### config.mk
export PLATFORM = sky130hd
export DESIGN_NAME = display_output_controller
export DESIGN_NICKNAME = d
export VERILOG_FILES = /design/src/rtl/display_output_controller.sv
export SDC_FILE = /design/constraint.sdc
export NUM_CORES = 1
export LEC_CHECK = 0
export CAP_MARGIN = 20
export CORE_ASPECT_RATIO = 1.5
export CORE_MARGIN = 1.5
export CORE_UTILIZATION = 40
export CTS_BUF_LIST = sky130_fd_sc_hd__clkbuf_8
export CTS_CLUSTER_DIAMETER = 60
export DETAILED_ROUTE_END_ITERATION = 16
export GPL_ROUTABILITY_DRIVEN = 1
export PLACE_DENSITY_LB_ADDON = 0.25
export SYNTH_ARGS = -nofsm -noshare
export SYNTH_HDL_FRONTEND = slang
export SYNTH_SLANG_ARGS = --single-unit
### constraint.sdc
create_clock -name Clk -period 3.5 [get_ports Clk]
set_input_delay 0.875 -clock Clk [delete_from_list [all_inputs] [get_ports Clk]]
set_output_delay 0.875 -clock Clk [all_outputs]
set_load 0.01 [all_outputs]
### src/rtl/display_output_controller.sv
// -----------------------------------------------------------------------------
// display_output_controller
//
// Consumer side of the memory-mapped text display. Each CPU write to the
// display data register delivers one character. The controller renders that
// character into a COLS x ROWS character RAM. It places printable glyphs,
// moves the cursor, handles LF / CR / BS, and blanks the destination row
// whenever the cursor moves onto a new line. After reset the whole screen is
// blanked before the first character is accepted.
//
// Ports
//   Clk         system clock; all state changes happen on its rising edge
//   Reset       asynchronous, active-high; restarts the full-screen clear
//   Char_Wr     one-cycle strobe: the CPU wrote the display data register
//   Char_Data   display data register value; only [7:0] carries the character
//   Ready       1 = idle and able to take a character (status ready bit)
//   VRAM_WE     character RAM write enable (registered)
//   VRAM_Addr   character RAM address = row*COLS + col (registered)
//   VRAM_Data   character RAM write data (registered)
//   Cursor_Col  current cursor column, 0..COLS-1
//   Cursor_Row  current cursor row, 0..ROWS-1
// -----------------------------------------------------------------------------
module display_output_controller #(
    parameter int          COLS       = 80,
    parameter int          ROWS       = 30,
    parameter int          ADDR_W     = 12,
    parameter logic [7:0]  CLEAR_CHAR = 8'h20
) (
    input  logic              Clk,
    input  logic              Reset,
    input  logic              Char_Wr,
    input  logic [15:0]       Char_Data,
    output logic              Ready,
    output logic              VRAM_WE,
    output logic [ADDR_W-1:0] VRAM_Addr,
    output logic [7:0]        VRAM_Data,
    output logic [6:0]        Cursor_Col,
    output logic [4:0]        Cursor_Row
);

    typedef enum logic [1:0] {
        CLEAR_ALL,
        IDLE,
        WRITE,
        CLEAR_LINE
    } state_t;

    // The counter is one bit wider than the address. This lets it reach
    // COLS*ROWS even when the screen exactly fills the address space.
    localparam int               CNT_W    = ADDR_W + 1;
    localparam logic [CNT_W-1:0] CELLS_C  = CNT_W'(COLS * ROWS);
    localparam logic [CNT_W-1:0] COLS_C   = CNT_W'(COLS);
    localparam logic [6:0]       LAST_COL = 7'(COLS - 1);
    localparam logic [4:0]       LAST_ROW = 5'(ROWS - 1);

    localparam logic [7:0] CH_BS = 8'h08;
    localparam logic [7:0] CH_LF = 8'h0A;
    localparam logic [7:0] CH_CR = 8'h0D;

    state_t           state;
    logic [CNT_W-1:0] clr_cnt;
    logic [7:0]       ch;
    logic             printable;
    logic             unused_hi;

    assign ch        = Char_Data[7:0];
    assign printable = (ch >= 8'h20) && (ch <= 8'h7E);
    // The upper byte of the data register carries nothing for the display.
    assign unused_hi = ^Char_Data[15:8];

    // Linear cell address. The operands are widened to the full address
    // width before the multiply, so row*COLS cannot be truncated.
    function automatic logic [ADDR_W-1:0] cell_addr(input logic [4:0] row,
                                                    input logic [6:0] col);
        return ADDR_W'(row) * ADDR_W'(COLS) + ADDR_W'(col);
    endfunction

    // There is no scrolling. The row after the last one is row 0 again.
    function automatic logic [4:0] next_row(input logic [4:0] row);
        return (row == LAST_ROW) ? 5'd0 : row + 5'd1;
    endfunction

    always_ff @(posedge Clk or posedge Reset) begin
        if (Reset) begin
            state      <= CLEAR_ALL;
            clr_cnt    <= '0;
            Cursor_Col <= '0;
            Cursor_Row <= '0;
            Ready      <= 1'b0;
            VRAM_WE    <= 1'b0;
            VRAM_Addr  <= '0;
            VRAM_Data  <= '0;
        end else begin
            case (state)
                // Blank every cell once, in ascending address order.
                CLEAR_ALL: begin
                    if (clr_cnt < CELLS_C) begin
                        VRAM_WE   <= 1'b1;
                        VRAM_Addr <= clr_cnt[ADDR_W-1:0];
                        VRAM_Data <= CLEAR_CHAR;
                        clr_cnt   <= clr_cnt + 1'b1;
                    end else begin
                        VRAM_WE <= 1'b0;
                        Ready   <= 1'b1;
                        state   <= IDLE;
                    end
                end

                // Ready is high only here. A strobe in any other state is
                // simply never looked at, so the character is dropped.
                IDLE: begin
                    VRAM_WE <= 1'b0;
                    if (Char_Wr) begin
                        Ready   <= 1'b0;
                        state   <= WRITE;
                        clr_cnt <= '0;
                        if (printable) begin
                            VRAM_WE   <= 1'b1;
                            VRAM_Addr <= cell_addr(Cursor_Row, Cursor_Col);
                            VRAM_Data <= ch;
                            if (Cursor_Col == LAST_COL) begin
                                Cursor_Col <= '0;
                                Cursor_Row <= next_row(Cursor_Row);
                                state      <= CLEAR_LINE;
                            end else begin
                                Cursor_Col <= Cursor_Col + 7'd1;
                            end
                        end else if (ch == CH_LF) begin
                            Cursor_Col <= '0;
                            Cursor_Row <= next_row(Cursor_Row);
                            state      <= CLEAR_LINE;
                        end else if (ch == CH_CR) begin
                            Cursor_Col <= '0;
                        end else if (ch == CH_BS && Cursor_Col != 7'd0) begin
                            Cursor_Col <= Cursor_Col - 7'd1;
                            VRAM_WE    <= 1'b1;
                            VRAM_Addr  <= cell_addr(Cursor_Row, Cursor_Col - 7'd1);
                            VRAM_Data  <= CLEAR_CHAR;
                        end
                        // A BS at column 0 and every other code only cost
                        // one not-ready cycle.
                    end
                end

                // Single-cycle completion of a character write or a control code.
                WRITE: begin
                    VRAM_WE <= 1'b0;
                    Ready   <= 1'b1;
                    state   <= IDLE;
                end

                // Blank the row the cursor just moved onto. The row register
                // was already advanced, so it names the destination row.
                CLEAR_LINE: begin
                    if (clr_cnt < COLS_C) begin
                        VRAM_WE   <= 1'b1;
                        VRAM_Addr <= cell_addr(Cursor_Row, clr_cnt[6:0]);
                        VRAM_Data <= CLEAR_CHAR;
                        clr_cnt   <= clr_cnt + 1'b1;
                    end else begin
                        VRAM_WE <= 1'b0;
                        Ready   <= 1'b1;
                        state   <= IDLE;
                    end
                end

                default: begin
                    VRAM_WE <= 1'b0;
                    Ready   <= 1'b0;
                    clr_cnt <= '0;
                    state   <= CLEAR_ALL;
                end
            endcase
        end
    end

endmodule
Yosys cells after proc, flatten, opt, wreduce, memory -nomap -nowiden

Index checks and enable logic that the tools add are counted.

Register bits: 49
Latch bits: 0
Memory bits (writable): 0
ROM bits: 0
Input bits: 19
Memories kept: 0

$add $sub $neg: 7
$mul: 1
Div/mod/pow operators: 0
Magnitude comparators: 4
Eq/ne operators: 17
Shift-type cells: 0
Mux-type cells: 48
Bitwise logic cells: 0
Reduce and logical (&&, ||, !) cells: 12

Operator list:

| kind                                                               | number |
|---|---|
| two-way mux 12 bit                                                 | 7 |
| two-way mux 8 bit                                                  | 7 |
| two-way mux 13 bit                                                 | 3 |
| one-hot mux 13 bit (3 select lines)                                | 1 |
| adder 12 x 7 -> 12 bit                                             | 3 |
| one-hot mux 12 bit (3 select lines)                                | 1 |
| two-way mux 7 bit                                                  | 5 |
| equality test 8 x 4 -> 1 bit (second input constant)               | 3 |
| one-hot mux 8 bit (3 select lines)                                 | 1 |
| two-way mux 5 bit                                                  | 4 |
| adder 13 x 1 -> 13 bit (second input constant)                     | 1 |
| less-than comparator 13 x 12 -> 1 bit (second input constant)      | 1 |
| less-than comparator 13 x 7 -> 1 bit (second input constant)       | 1 |
| two-way mux 1 bit                                                  | 12 |
| != test 2 bit (second input constant)                              | 5 |
| != test 3 bit (second input constant)                              | 3 |
| greater-or-equal comparator 8 x 6 -> 1 bit (second input constant) | 1 |
| <= comparator 8 x 7 -> 1 bit (second input constant)               | 1 |
| multiplier 5 x 3 -> 8 bit (second input constant)                  | 1 |
| two-way mux 2 bit                                                  | 4 |
| one-hot mux 1 bit (4 select lines)                                 | 2 |
| one-hot mux 2 bit (4 select lines)                                 | 1 |
| AND reduction 4 bit                                                | 2 |
| adder 7 x 1 -> 7 bit (second input constant)                       | 1 |
| 15 further kinds                                                   | 18 |

Depth between registers and ports, before layout

Depth in word-level cells: 8
Mapped depth: 14
Mapped depth without buffers: 13

Worst setup path before layout

OpenSTA, ideal clock, no wires.

Kind: in2reg
Start point: in Char_Data[5]
End point: reg VRAM_Addr[10]
Arrival: 3334 ps
Data required time: 3365 ps
Slack: 31 ps
Cell stages on the path: 14
Cells stage by stage: nand4_1 -> o221ai_1 -> clkbuf_1 -> nand3_1 -> xnor2_1 -> a21oi_1 -> ha_1 -> inv_1 -> fa_1 -> nor2b_1 -> o2111ai_1 -> xnor2_1 -> mux2i_1 -> o21ai_0

Cells in the longest elaborated chain, start to end: 5
Elaborated cells on any way between the ends: 14
Those cells by class: order compare (2); eq/ne (6); mux (3); reduce/logical (3)

Ends and longest elaborated chain:

| item                                                                                              | line | text |
|---|---|---|
| start: declaration                                                                                | 32   | `input logic [15:0] Char_Data,` |
| greater-or-equal comparator 8 x 6 -> 1 bit / <= comparator 8 x 7 -> 1 bit (equally long branches) | 67   | `assign printable = (ch >= 8'h20) && (ch <= 8'h7E);` |
| logical AND 1 bit                                                                                 | 67   |  |
| two-way mux 12 bit                                                                                | 117  | `if (printable) begin` |
| two-way mux 12 bit                                                                                | 113  | `if (Char_Wr) begin` |
| one-hot mux 12 bit (3 select lines)                                                               | 94   | `case (state)` |
| end signal: assignment                                                                            | 99   | `VRAM_Addr <= clr_cnt[ADDR_W-1:0];` |
| end signal: assignment                                                                            | 119  | `VRAM_Addr <= cell_addr(Cursor_Row, Cursor_Col);` |
| end signal: assignment                                                                            | 137  | `VRAM_Addr <= cell_addr(Cursor_Row, Cursor_Col - 7'd1);` |
| end: declaration                                                                                  | 35   | `output logic [ADDR_W-1:0] VRAM_Addr,` |

Several ways; a longest one is shown, not always the timed one. The select of a mux whose other input is x is not followed.
A chain may end at the register's enable or synchronous reset.

Worst setup path in the final report

Start point: in Char_Data[3]
End point: reg VRAM_Addr[10]

Same word-level chain as after synthesis.

==> impl_metrics.env <==
export IMPL_grt_usage_pct=20.5
export IMPL_fin_util_pct=52.8
export IMPL_diodes=0
export IMPL_drive_above_1_share_pct=10.4
export IMPL_rsz0062_at_grt="false"
export IMPL_p_sw_share_pct=40.8
export IMPL_synth_nets=377
export IMPL_final_cells=503
export IMPL_cp_start_kind="input port"
export IMPL_p_seq_share_pct=34.8
export IMPL_synth_edff_count=0
export IMPL_cp_max_fo=14
export IMPL_drt_wl_total_um=7480
export IMPL_peakVddDrop_v=0.000377
export IMPL_gp_congestion=0.863
export IMPL_setup_violations=0
export IMPL_drv_cap=0
export IMPL_ys_warn_count=0
export IMPL_p_leak_nw=1.67
export IMPL_die_h_um=110
export IMPL_numClockSinks=49
export IMPL_switchingPower_w=0.00105
export IMPL_crit_required_ns=3.72
export IMPL_fin_crit_sh_pct=95.6
export IMPL_path_class="in -> reg"
export IMPL_synth_seq_cells=49
export IMPL_vias=2625
export IMPL_crit_path_end_kind="flip-flop"
export IMPL_pre_cts_ws_ns=-0.240
export IMPL_fin_ws_ns=0.156
export IMPL_htreeDepth=2
export IMPL_tritoncts="yes"
export IMPL_grt_max_degree=50
export IMPL_cts_hold_buf=0
export IMPL_cts_root_buffer="clkbuf_8"
export IMPL_numPortBuffers=44
export IMPL_power_frac_clock_pct=14.2
export IMPL_numCtsBuffers=5
export IMPL_maxSlewViolCount=0
export IMPL_regArea_um2=1230
export IMPL_clock_path_buffers=2
export IMPL_ys_flop_type="dfrtp_1"
export IMPL_post_cts_buffers=0
export IMPL_insertion_delay_ns=0.30
export IMPL_rows=38
export IMPL_fillers=703
export IMPL_outcome="finished, final reports clean"
export IMPL_multi_input_area_um2=1700
export IMPL_antenna_found_initial=0
export IMPL_yosysSeqAreaShare_pct=40.4
export IMPL_min_period_ns=3.34
export IMPL_core_um2=7270
export IMPL_drt_pass1_iter_count=4
export IMPL_combPwrFrac_pct=51.0
export IMPL_design_die_area_um2=8140
export IMPL_grt_pass1_wl_um=12900
export IMPL_synth_async_reset_ratio_pct=100
export IMPL_p_int_w=0.00153
export IMPL_syn_cell_area_um2=3040
export IMPL_synth_avg_cell_area_um2=8.91
export IMPL_dieWidth_um=74.2
export IMPL_min_path_type="reg -> reg"
export IMPL_start_util_pct=41.8
export IMPL_grt_pass1_vias=2712
export IMPL_drt_iter0_drc=144
export IMPL_postRouteAntennaNets=0
export IMPL_layout_area_overhead_vs_synth_pct=26.4
export IMPL_cp_arrival_ns=3.57
export IMPL_synth_distinct_cells=51
export IMPL_grt_ovfl_total=0
export IMPL_max_slew_margin_pct=50.9
export IMPL_io_pins=53
export IMPL_cts_resized=0
export IMPL_dp_hpwl_um=5680
export IMPL_max_freq_mhz=299
export IMPL_tightest_slew_ns=0.733
export IMPL_clock_skew_ns=0.00454
export IMPL_detail_route_wl_per_cell_um=14.9
export IMPL_path_clk_slew_ns=0.09
export IMPL_syn_inst=341
export IMPL_hold_violations=0
export IMPL_drc=0
export IMPL_power_density_nw_per_um2=672
export IMPL_place_inst=495
export IMPL_viasPerCell=5.22
export IMPL_final_nets=438
-- cell type report --
cell class	instances	area share [%]
clock buffers	7	2.51
clock inverters	1	0.130
inverters	20	1.96
multi-input cells	259	44.2
flip-flops and latches	49	31.9
well taps	100	3.26
repair buffers	67	16.0
-- routing by layer --
layer / vias up / global-route usage [%] / part of all wire, %
met5: - / 0 / 0
met4: 0 / 8.60 / 3.0
met3: 14 / 2.57 / 2.3
met2: 40 / 37.1 / 54
met1: 1240 / 23.7 / 41
li1: 1331 / - / -
-- sequential cells by signal (all words and copies together) (netlist names) --
register,flops
Cursor_Col,7
Cursor_Row,5
Ready,1
VRAM_Addr,12
VRAM_Data,8
VRAM_WE,1
clr_cnt,13
state,2
-- worst max-delay path, cell delays in order --
cell and delay, ns:
clkdlybuf4s50_1 0.48, nand4_1 0.15, o221ai_2 0.16, buf_4 0.16
buf_4 0.18, nor2b_1 0.17, xnor2_1 0.15, a21oi_1 0.10
ha_1 0.35, nor2b_2 0.18, o2111ai_1 0.21, xnor2_1 0.15
mux2i_1 0.09, o21ai_0 0.15
-- Yosys cell counts, types with 2 or more instances --
cell type  number  share of area (%)
nand2b_1        3               0.62
o21ai_1        11                1.8
mux2i_1        10                3.3
nand4_1         6                1.2
nor2_1         26                3.2
o31ai_1         5                1.2
xor2_1         10                2.9
or3_1           3               0.62
nor3b_1         2               0.49
nand3_1        15                2.5
nand2_1        37                4.6
o211ai_1        4               0.99
a32oi_1         2               0.58
nor3_1          4               0.66
nor2b_1        10                2.1
dfrtp_1        49                 40
nor4bb_1        2               0.66
o22ai_1         3               0.62
xnor2_1        12                3.5
nor4_1          4               0.82
and3_1          3               0.62
a21o_1          4               0.99
clkbuf_1        9                1.1
buf_6           3                1.1
o21ai_0        24                4.0
fa_1            2                1.3
a211oi_1        2               0.49
and2_1          3               0.62
inv_1          20                2.5
a21oi_1        17                2.8
a221oi_1        2               0.58
ha_1           15                6.2
-- metrics by stage --
| step | setup TNS [ns] | hold WS, ns | area [µm²] | total power (W) |
|---|---|---|---|---|
| finish | 0 | 0.484 | 3840 | 0.00258 |
| global route | 0 | 0.510 | 3840 | 0.00279 |
| CTS | 0 | 0.492 | 3810 | 0.00259 |
| detailed placement | -0.902 | 0.471 | 3710 | 0.00221 |
| global placement | -0.845 | 0.465 | 3710 | 0.00220 |
| floorplan | 0 | 0.510 | 3040 | 0.00171 |
-- worst paths after layout --
path,slack [ns],start,end,cells past startpoint
setup / recovery,0.16,Char_Data[3],VRAM_Addr[10],14
hold / removal,0.48,VRAM_Addr[7],VRAM_Addr[7],2
setup reg to reg,0.55,Cursor_Col[1],VRAM_Addr[11],12
hold reg to reg,0.48,VRAM_Addr[7],VRAM_Addr[7],2
max in group asynchronous,2.02,Reset,clr_cnt[8],3
min in group asynchronous,1.06,Reset,VRAM_Addr[9],3
-- power by group through the flow --
| stage | sequential [W] | combinational (W) | clock [W] |
|---|---|---|---|
| final | 0.000898 | 0.00132 | 0.000368 |
| after global routing | 0.000925 | 0.00147 | 0.000398 |
| after CTS | 0.000897 | 0.00132 | 0.000381 |
| after detailed placement | 0.000906 | 0.00131 | 0 |
| after global placement | 0.000906 | 0.00130 | 0 |
| after floorplan | 0.000896 | 0.000818 | 0 |
-- kinds of logic (layout without fill, tap and decap cells) --
logic type                 after synthesis  in the layout  synth area share [%]
and+or+nand+nor                        125            125                  20.5
AOI/OAI and AO/OA                       85             85                  17.2
DFF                                     49             49                  40.4
buffers and inverters                   33             95                  4.82
xor gates and xnor gates                22             22                  6.34
adders and majority gates               17             17                  7.50
muxes                                   10             10                  3.30
-- placed cells by master, fill, tap and decap left out, drive strengths merged, types with 5 or more instances in the layout --
cell type / netlist / layout
a21oi: 17 / 17
buf: 4 / 23
clkbuf: 9 / 7
clkdlybuf4s50: 0 / 44
dfrtp: 49 / 49
ha: 15 / 15
inv: 20 / 20
mux2i: 10 / 10
nand2: 37 / 37
nand3: 15 / 15
nand4: 6 / 6
nor2: 26 / 26
nor2b: 10 / 10
o21ai: 35 / 35
o31ai: 5 / 5
xnor2: 12 / 12
xor2: 10 / 10
No activity file was read; power rests on OpenSTA's default activity.
